**src/rtl/act_stream_unit.sv**
```systemverilog
`default_nettype none
// ============================================================================
//  Module   : act_stream_unit
//  Brief    : Streaming LANES-wide activation stage (pass/ReLU/leaky/clip) with
//             frame position tracking, last-beat tag and done pulse.
//             Optional macro ACT_STATS_EN adds the zero_count output.
//  Revision : 1.0 - initial release
// ============================================================================
module act_stream_unit #(
    parameter int BITWIDTH   = 16,
    parameter int LANES      = 4,
    parameter int NUM_CH     = 2,
    parameter int MAP_H      = 28,
    parameter int MAP_W      = 28,
    parameter int LEAK_SHIFT = 3
) (
    input  logic                      clk,
    input  logic                      rst,
    input  logic                      start,
    input  logic [1:0]                mode,
    input  logic [BITWIDTH-2:0]       cap,
    input  logic                      in_valid,
    output logic                      in_ready,
    input  logic [LANES*BITWIDTH-1:0] in_data,
    output logic                      out_valid,
    input  logic                      out_ready,
    output logic [LANES*BITWIDTH-1:0] out_data,
    output logic                      out_last,
    output logic                      busy,
    output logic                      done
`ifdef ACT_STATS_EN
    ,
    output logic [31:0]               zero_count
`endif
);

    localparam int c_DW    = LANES * BITWIDTH;
    localparam int c_COL_W = (MAP_W > 1) ? $clog2(MAP_W) : 1;
    localparam int c_ROW_W = (MAP_H > 1) ? $clog2(MAP_H) : 1;
    localparam int c_CH_W  = (NUM_CH > 1) ? $clog2(NUM_CH) : 1;

    localparam logic [c_COL_W-1:0] c_COL_LAST = c_COL_W'(MAP_W - LANES);
    localparam logic [c_COL_W-1:0] c_COL_STEP = c_COL_W'(LANES);
    localparam logic [c_ROW_W-1:0] c_ROW_LAST = c_ROW_W'(MAP_H - 1);
    localparam logic [c_CH_W-1:0]  c_CH_LAST  = c_CH_W'(NUM_CH - 1);

    localparam logic [1:0] c_S_IDLE   = 2'd0;
    localparam logic [1:0] c_S_ACTIVE = 2'd1;
    localparam logic [1:0] c_S_DRAIN  = 2'd2;

    logic [1:0]          r_state;
    logic [1:0]          w_state_nxt;
    logic [1:0]          r_mode;
    logic [BITWIDTH-2:0] r_cap;
    logic [c_COL_W-1:0]  r_col;
    logic [c_ROW_W-1:0]  r_row;
    logic [c_CH_W-1:0]   r_ch;
    logic                r_s1_valid;
    logic                r_s1_last;
    logic [c_DW-1:0]     r_s1_data;
    logic                r_s2_valid;
    logic                r_s2_last;
    logic [c_DW-1:0]     r_s2_data;
    logic                r_done;
    logic [c_DW-1:0]     w_res;
    logic                w_start_ok;
    logic                w_in_fire;
    logic                w_out_fire;
    logic                w_s2_load;
    logic                w_in_last;

    function automatic logic [BITWIDTH-1:0] f_act(
        input logic [BITWIDTH-1:0] x,
        input logic [1:0]          m,
        input logic [BITWIDTH-2:0] c
    );
        logic sgn;
        sgn = x[BITWIDTH-1];
        case (m)
            2'd0:    f_act = x;
            2'd1:    f_act = sgn ? '0 : x;
            2'd2:    f_act = sgn ? BITWIDTH'($signed(x) >>> LEAK_SHIFT) : x;
            default: f_act = sgn ? '0 : ((x[BITWIDTH-2:0] > c) ? {1'b0, c} : x);
        endcase
    endfunction

    assign w_start_ok = start && (r_state == c_S_IDLE);
    assign w_in_fire  = in_valid && in_ready;
    assign w_out_fire = r_s2_valid && out_ready;
    // S1 advances whenever S2 is empty or draining this cycle
    assign w_s2_load  = r_s1_valid && (!r_s2_valid || out_ready);
    assign w_in_last  = (r_col == c_COL_LAST) && (r_row == c_ROW_LAST) && (r_ch == c_CH_LAST);

    always_ff @(posedge clk or posedge rst) begin
        if (rst) r_state <= c_S_IDLE;
        else     r_state <= w_state_nxt;
    end

    always_comb begin
        w_state_nxt = r_state;
        case (r_state)
            c_S_IDLE:   if (start) w_state_nxt = c_S_ACTIVE;
            c_S_ACTIVE: if (w_in_fire && w_in_last) w_state_nxt = c_S_DRAIN;
            c_S_DRAIN:  if (w_out_fire && r_s2_last) w_state_nxt = c_S_IDLE;
            default:    w_state_nxt = c_S_IDLE;
        endcase
    end

    always_comb begin
        busy     = (r_state != c_S_IDLE);
        in_ready = (r_state == c_S_ACTIVE) && (!r_s1_valid || w_s2_load);
    end

    always_ff @(posedge clk or posedge rst) begin
        if (rst) begin
            r_mode <= '0;
            r_cap  <= '0;
            r_col  <= '0;
            r_row  <= '0;
            r_ch   <= '0;
        end else if (w_start_ok) begin
            r_mode <= mode;
            r_cap  <= cap;
            r_col  <= '0;
            r_row  <= '0;
            r_ch   <= '0;
        end else if (w_in_fire) begin
            if (r_col == c_COL_LAST) begin
                r_col <= '0;
                if (r_row == c_ROW_LAST) begin
                    r_row <= '0;
                    r_ch  <= (r_ch == c_CH_LAST) ? '0 : r_ch + c_CH_W'(1);
                end else begin
                    r_row <= r_row + c_ROW_W'(1);
                end
            end else begin
                r_col <= r_col + c_COL_STEP;
            end
        end
    end

    generate
        for (genvar k = 0; k < LANES; k++) begin : g_lane
            assign w_res[k*BITWIDTH +: BITWIDTH] = f_act(r_s1_data[k*BITWIDTH +: BITWIDTH], r_mode, r_cap);
        end
    endgenerate

    always_ff @(posedge clk or posedge rst) begin
        if (rst) begin
            r_s1_valid <= 1'b0;
            r_s1_last  <= 1'b0;
            r_s1_data  <= '0;
            r_s2_valid <= 1'b0;
            r_s2_last  <= 1'b0;
            r_s2_data  <= '0;
            r_done     <= 1'b0;
        end else begin
            if (w_in_fire) begin
                r_s1_valid <= 1'b1;
                r_s1_last  <= w_in_last;
                r_s1_data  <= in_data;
            end else if (w_s2_load) begin
                r_s1_valid <= 1'b0;
            end
            if (w_s2_load) begin
                r_s2_valid <= 1'b1;
                r_s2_last  <= r_s1_last;
                r_s2_data  <= w_res;
            end else if (w_out_fire) begin
                r_s2_valid <= 1'b0;
            end
            r_done <= w_out_fire && r_s2_last;
        end
    end

    assign out_valid = r_s2_valid;
    assign out_data  = r_s2_data;
    assign out_last  = r_s2_last;
    assign done      = r_done;

`ifdef ACT_STATS_EN
    logic [31:0] r_zero_cnt;
    logic [31:0] w_neg_cnt;

    // Only negatives forced to zero are counted; clipping to cap is not
    always_comb begin
        w_neg_cnt = '0;
        for (int k = 0; k < LANES; k++) begin
            w_neg_cnt = w_neg_cnt + 32'(r_s1_data[k*BITWIDTH + BITWIDTH - 1]);
        end
    end

    always_ff @(posedge clk or posedge rst) begin
        if (rst)
            r_zero_cnt <= '0;
        else if (w_start_ok)
            r_zero_cnt <= '0;
        else if (w_s2_load && (r_mode == 2'd1 || r_mode == 2'd3))
            r_zero_cnt <= r_zero_cnt + w_neg_cnt;
    end

    assign zero_count = r_zero_cnt;
`endif

endmodule
`default_nettype wire

```
**config.mk**
```make
export PLATFORM = sky130hd
export DESIGN_NAME = act_stream_unit
export DESIGN_NICKNAME = d
export VERILOG_FILES = /design/src/rtl/act_stream_unit.sv
export SDC_FILE = /design/constraint.sdc
export NUM_CORES = 1
export LEC_CHECK = 0
export CORE_UTILIZATION = 54
export DETAILED_ROUTE_END_ITERATION = 12
export PLACE_DENSITY_LB_ADDON = 0.15
export SYNTH_ARGS = -nofsm -noshare
export SYNTH_HDL_FRONTEND = slang
export SYNTH_SLANG_ARGS = --single-unit
```
**constraint.sdc**
```tcl
create_clock -name clk -period 6.5 [get_ports clk]
set_input_delay 0.975 -clock clk [delete_from_list [all_inputs] [get_ports clk]]
set_output_delay 0.975 -clock clk [all_outputs]
set_load 0.01 [all_outputs]
```
* Yosys cells after proc, flatten, opt, wreduce, memory -nomap -nowiden *
Index checks and enable logic that the tools add are counted.
Widths: inputs -> output; s select.

word-level totals
  word-level logic and storage cells = 93
  register bits after elaboration = 163
  output and inout port bits = 69

operators by class
  order comparisons = 4
  reduce and logical (&&, ||, !) cells = 24
  muxes and demuxes = 40
  add/subtract/negate cells = 3
  eq/ne operators = 9

operators with widths
  kind                 count
  $pmux 16 s3          4
  $mux 15              12
  $mux 16              4
  $gt 15x15->1         4
  $mux 5               7
  $reduce_bool 2->1    6
  $eq 5x5->1 const B   2
  $logic_and 1x1->1    9
  $mux 1               9
  $mux 2               3
  $ne 2x2->1 const B   3
  $pmux 2 s3           1
  $reduce_and 3->1     2
  $add 5x1->5 const B  1
  $add 5x3->5 const B  1
  $eq 2x1->1 const B   2
  $eq 2x2->1 const B   2
  $logic_not 2->1      2
  $logic_not 1->1      2
  $logic_or 1x1->1     2
  $reduce_and 2->1     1
  $add 1x1->1 const B  1

* Logic depth before layout (Yosys ltp) *
  depth in word-level cells = 9
  depth in mapped cells = 9

* Least setup slack after synthesis *
OpenSTA, ideal clock, no wires.

  path kind = input-to-reg
  start = input port out_ready
  end = register r_row[4]
  setup slack = 4.098 ns
  arrival = 2.324 ns
  stages on the path = 6
  data required time = 6.422 ns
  buffers on the path = 1
  path through = nand3b_1 > and4_1 > buf_2 > nand3_1 > or4b_2 > a21oi_1

on the way
  word-level cells in the longest chain between the ends = 7

ends and longest elaborated chain
  element                             line  source
  from (decl)                         26    input logic out_ready,
  $logic_or 1x1->1                    91    assign w_s2_load = r_s1_valid && (!r_s2_valid || out_ready);
  $logic_and 1x1->1                   91
  $logic_or 1x1->1                    111   in_ready = (r_state == c_S_ACTIVE) && (!r_s1_valid || w_s2_load);
  $logic_and 1x1->1                   111
  $logic_and 1x1->1                   88    assign w_in_fire = in_valid && in_ready;
  $reduce_bool 2->1 (no source line)  n/a
  $reduce_and 2->1 (no source line)   n/a
  to (signal assigned)                134   r_row <= r_row + c_ROW_W'(1);
  to (decl)                           56    logic [c_ROW_W-1:0] r_row;

No other way between the ends.
A chain may end at the register's enable or synchronous reset.

* Worst setup path after layout *
  start = register r_cap[10]
  end = register r_s2_data[56] (netlist: out_data[56])

on the way
  word-level cells in the longest chain between the ends = 4

ends and longest elaborated chain
  element                 line  source
  from (decl)             54    logic [BITWIDTH-2:0] r_cap;
  from (signal assigned)  123   r_cap <= cap;
  $gt 15x15->1            83    default: f_act = sgn ? '0 : ((x[BITWIDTH-2:0] > c) ? {1'b0, c} : x);
  $mux 15 (2 in series)   83
  $pmux 16 s3             79    case (m)
  to (signal assigned)    168   r_s2_data <= w_res;
  to (decl)               63    logic [c_DW-1:0] r_s2_data;

No other way between the ends.

==> impl_results.md <==
* Status: finished, final reports clean
* Met3 routing resource usage after global routing at 8.333%
* PostCTS Resize Cnt at 0
* Worst-case reg-to-reg path depth at 8
* Fin nets at 1,415
* WL final at 31,850 um
* Worst-Margin Slew at 1.305 ns
* Crit Path Max Fanout at 14
* GRT busiest layer: met2
* RePlAce Congestion at 0.9047
* Reg clk slew, reported paths at 0.07 ns
* Worst EP required at 6.85 ns
* DRT iter0 DRCs at 1,278
* Pin count of the biggest net entering global routing at 95
* Post-DP HPWL at 21,070 um
* Area contributors post-synth: dfrtp_1 41%, nand2_1 10%, ha_1 8.0%
* Layout Cells excl Fill at between 1.5k and 2k
* Avg Vias per Cell at 6.561
* P&R area growth vs syn at 22.62%
* Number of I/O pins at 155
* Fmax at 266.6 MHz
* Final setup violation count at 0
* Clock Sinks at 161
* Number of buffers created by CTS at 17
* WL/cell at 21.16 um
* Die height at 136.8 um
* Synth Flop Type: dfrtp_1
* Sequential area share after synthesis at 41.05%
* Setup Skew at ~0.0074 ns
* Kind of end point of the critical path: flip-flop
* Startpoint Class: flip-flop
* Worst-Skew Late Latency at 0.44 ns
* WS Path Type: flip-flop to flip-flop
* Final Slew Violations at 0
* Number of global-route vias before repair at just over 9k
* Hold_ws at between 0.4 and 0.5 ns
* Worst slew margin at a little over an eighth
* Top cells by count, synth: 268 x nand2_1, 161 x dfrtp_1, 70 x nor2_1
* Share of the synthesized area in the top cell type at a little over 40%
* Die width at 136.8 um
* First-pass detailed-route iteration total at 5
* Postcts setup bufs at 0
* Via count at between 9k and 10k
* Leak Pwr at 0.005204 uW
* R2r endpoint: out_data[56]$_DFFE_PP0P_
* Synth cell types at 62
* Initial core utilization at 55.96%
* Total GRT Usage at between 30% and 40%
* Setup ws final at 2.749 ns
* Crit path DAT at 4.10 ns
* Hold path cells at 2
* Netlist Area Pre-Place at 0.009814 mm^2
* Grt total ovfl at 0
* Initial antenna violation count at 0
* Max_cap viols at 0
* #FFs+latches synth at 161
* FF-to-FF Start: r_cap[10]$_DFFE_PP0P_
* Max Buffers Root-to-Sink at 2
* Asr flop ratio synth at 100.0%
* Fin util at 68.62%
* Most frequent cell after synthesis: nand2_1
* Final hold vios at 0
* Die ar. at approximately 0.019 mm^2
* Root Buffer: clkbuf_16
* Synth Instances at 1,154
* Max VDD drop at 0.2978 mV
* Setup tns final at 0 ns
* Worst Hold Class: flip-flop to flip-flop
* Period utilisation layout at between 50% and 60%
* # rows at 48
* Ys Warns at 0
* Hold Crit Start: r_s1_last$_DFFE_PP0P_
* Hold Path End: out_last$_DFFE_PP0P_
* H-Tree Depth at 4
* First-pass GRT wire length at 49,920 um
* Routed Antenna Nets at 0
* Synth area leader: dfrtp_1
* Layout cells sized above 1 at under 10%
* DRC at 0
* Port Buffers at 154
* Met2 GRT Util at between 50% and 60%
* Fin crit period at 3.751 ns
* Synthesized net count at 1,303
* # hold bufs at CTS at 0
* Met1 Use GR at between 40 and 50%
* Placed cells at 1,472
* Filler cell count at between 1k and 1.5k
* Avg Inst Size Synth at 8.505 um^2
* Count of flip-flops with a built-in enable after synthesis at 0
* DP Worst Slack at 2.874 ns
* Power per cell area at between 500 and 600 mW/mm^2
* R2R Setup Slk at between 2 and 3 ns
* RSZ-0062 raised after global routing: false
* CORE AREA at roughly 0.018 mm^2
* CTS tree: yes
==> metrics by stage <==
step / power, uW / area [um^2]
global placement: 5207 / 11430
CTS: 6364 / 12030
global route: 6850 / 12030
detailed placement: 5307 / 11430
floorplan: 4016 / 9814
finish: 6458 / 12030
==> state kept, by name, indices dropped and copies added, names as in the netlist <==
signal and flops:
done 1, out_data 64, out_last 1, out_valid 1
r_cap 15, r_ch 1, r_col 3, r_mode 2
r_row 5, r_s1_data 64, r_s1_last 1, r_s1_valid 1
r_state 2
==> layer usage <==
| metal | wire length (um) | vias to the layer above |
|---|---|---|
| li1 | - | 4457 |
| met1 | 12870 | 4669 |
| met2 | 14300 | 656 |
| met3 | 3441 | 93 |
| met4 | 1236 | 0 |
| met5 | 0 | - |
==> layout make-up <==
| class | count | area, um^2 | share of cell area, % |
|---|---|---|---|
| diodes | 1 | 2.502 | 0.02079 |
| clock buffers | 22 | 474.2 | 3.941 |
| clock inverters | 10 | 122.6 | 1.019 |
| inverters | 31 | 121.4 | 1.009 |
| multi-input cells | 892 | 5394 | 44.82 |
| flip-flops and latches | 161 | 4029 | 33.48 |
| well taps | 225 | 281.5 | 2.339 |
| repair buffers | 163 | 1609 | 13.37 |
==> report_power, final <==
group | leakage, uW | switching, uW | internal [uW]
sequential | 0.00194 | 697 | 1440
combinational | 0.00297 | 1920 | 1370
clock | 0.000296 | 432 | 602
total | 0.00520 | 3050 | 3410
==> worst max-delay path by stage <==
| stage | startpoint | end | slack (ns) | depth (start not counted) |
|---|---|---|---|---|
| after floorplan | rst | done$_DFF_PP0_ | 1.18 | 1 |
| after global placement | out_ready | r_row[4]$_DFFE_PP0P_ | 2.93 | 7 |
| after detailed placement | out_ready | r_row[4]$_DFFE_PP0P_ | 2.87 | 7 |
| after CTS | r_cap[7]$_DFFE_PP0P_ | out_data[56]$_DFFE_PP0P_ | 2.95 | 8 |
| after global routing | r_cap[10]$_DFFE_PP0P_ | out_data[51]$_DFFE_PP0P_ | 2.70 | 8 |
| final | r_cap[10]$_DFFE_PP0P_ | out_data[56]$_DFFE_PP0P_ | 2.75 | 8 |
==> logic make-up after synthesis <==
kind of cell    count (synthesis)  synth area share [%]
flops                         161                 41.05
xor+xnor                        1               0.08926
simple gates                  513                 23.99
mux                             4                0.4334
compound gates                311                 22.18
fa+ha+maj                      63                 8.032
buf+inv                       101                 4.220
==> critical path, stage by stage, from the launching register on <==
cell and delay, ns:
dfrtp_1 0.62, inv_1 0.35, ha_1 0.42, a21oi_1 0.12
o21ai_0 0.14, a221oi_2 0.90, a32o_1 0.68, a221oi_1 0.20
o211ai_1 0.21
==> cell usage in the layout (no fill, tap or decap), drive strengths merged, types with 9 or more instances in the layout <==
| cell type | n |
|---|---|
| nand2 | 268 |
| dfrtp | 161 |
| clkdlybuf4s50 | 154 |
| o21ai | 80 |
| nor2 | 70 |
| ha | 63 |
| nand3 | 55 |
| a21oi | 45 |
| a221oi | 37 |
| inv | 35 |
| a31oi | 32 |
| and3 | 22 |
| clkbuf | 22 |
| nand3b | 21 |
| o211ai | 19 |
| and2 | 18 |
| a221o | 15 |
| nand4 | 14 |
| o32a | 13 |
| nor3 | 11 |
| a211o | 11 |
| o221ai | 11 |
| a41oi | 10 |
| buf | 9 |
Note: power is estimated with default switching activity, not from simulation.
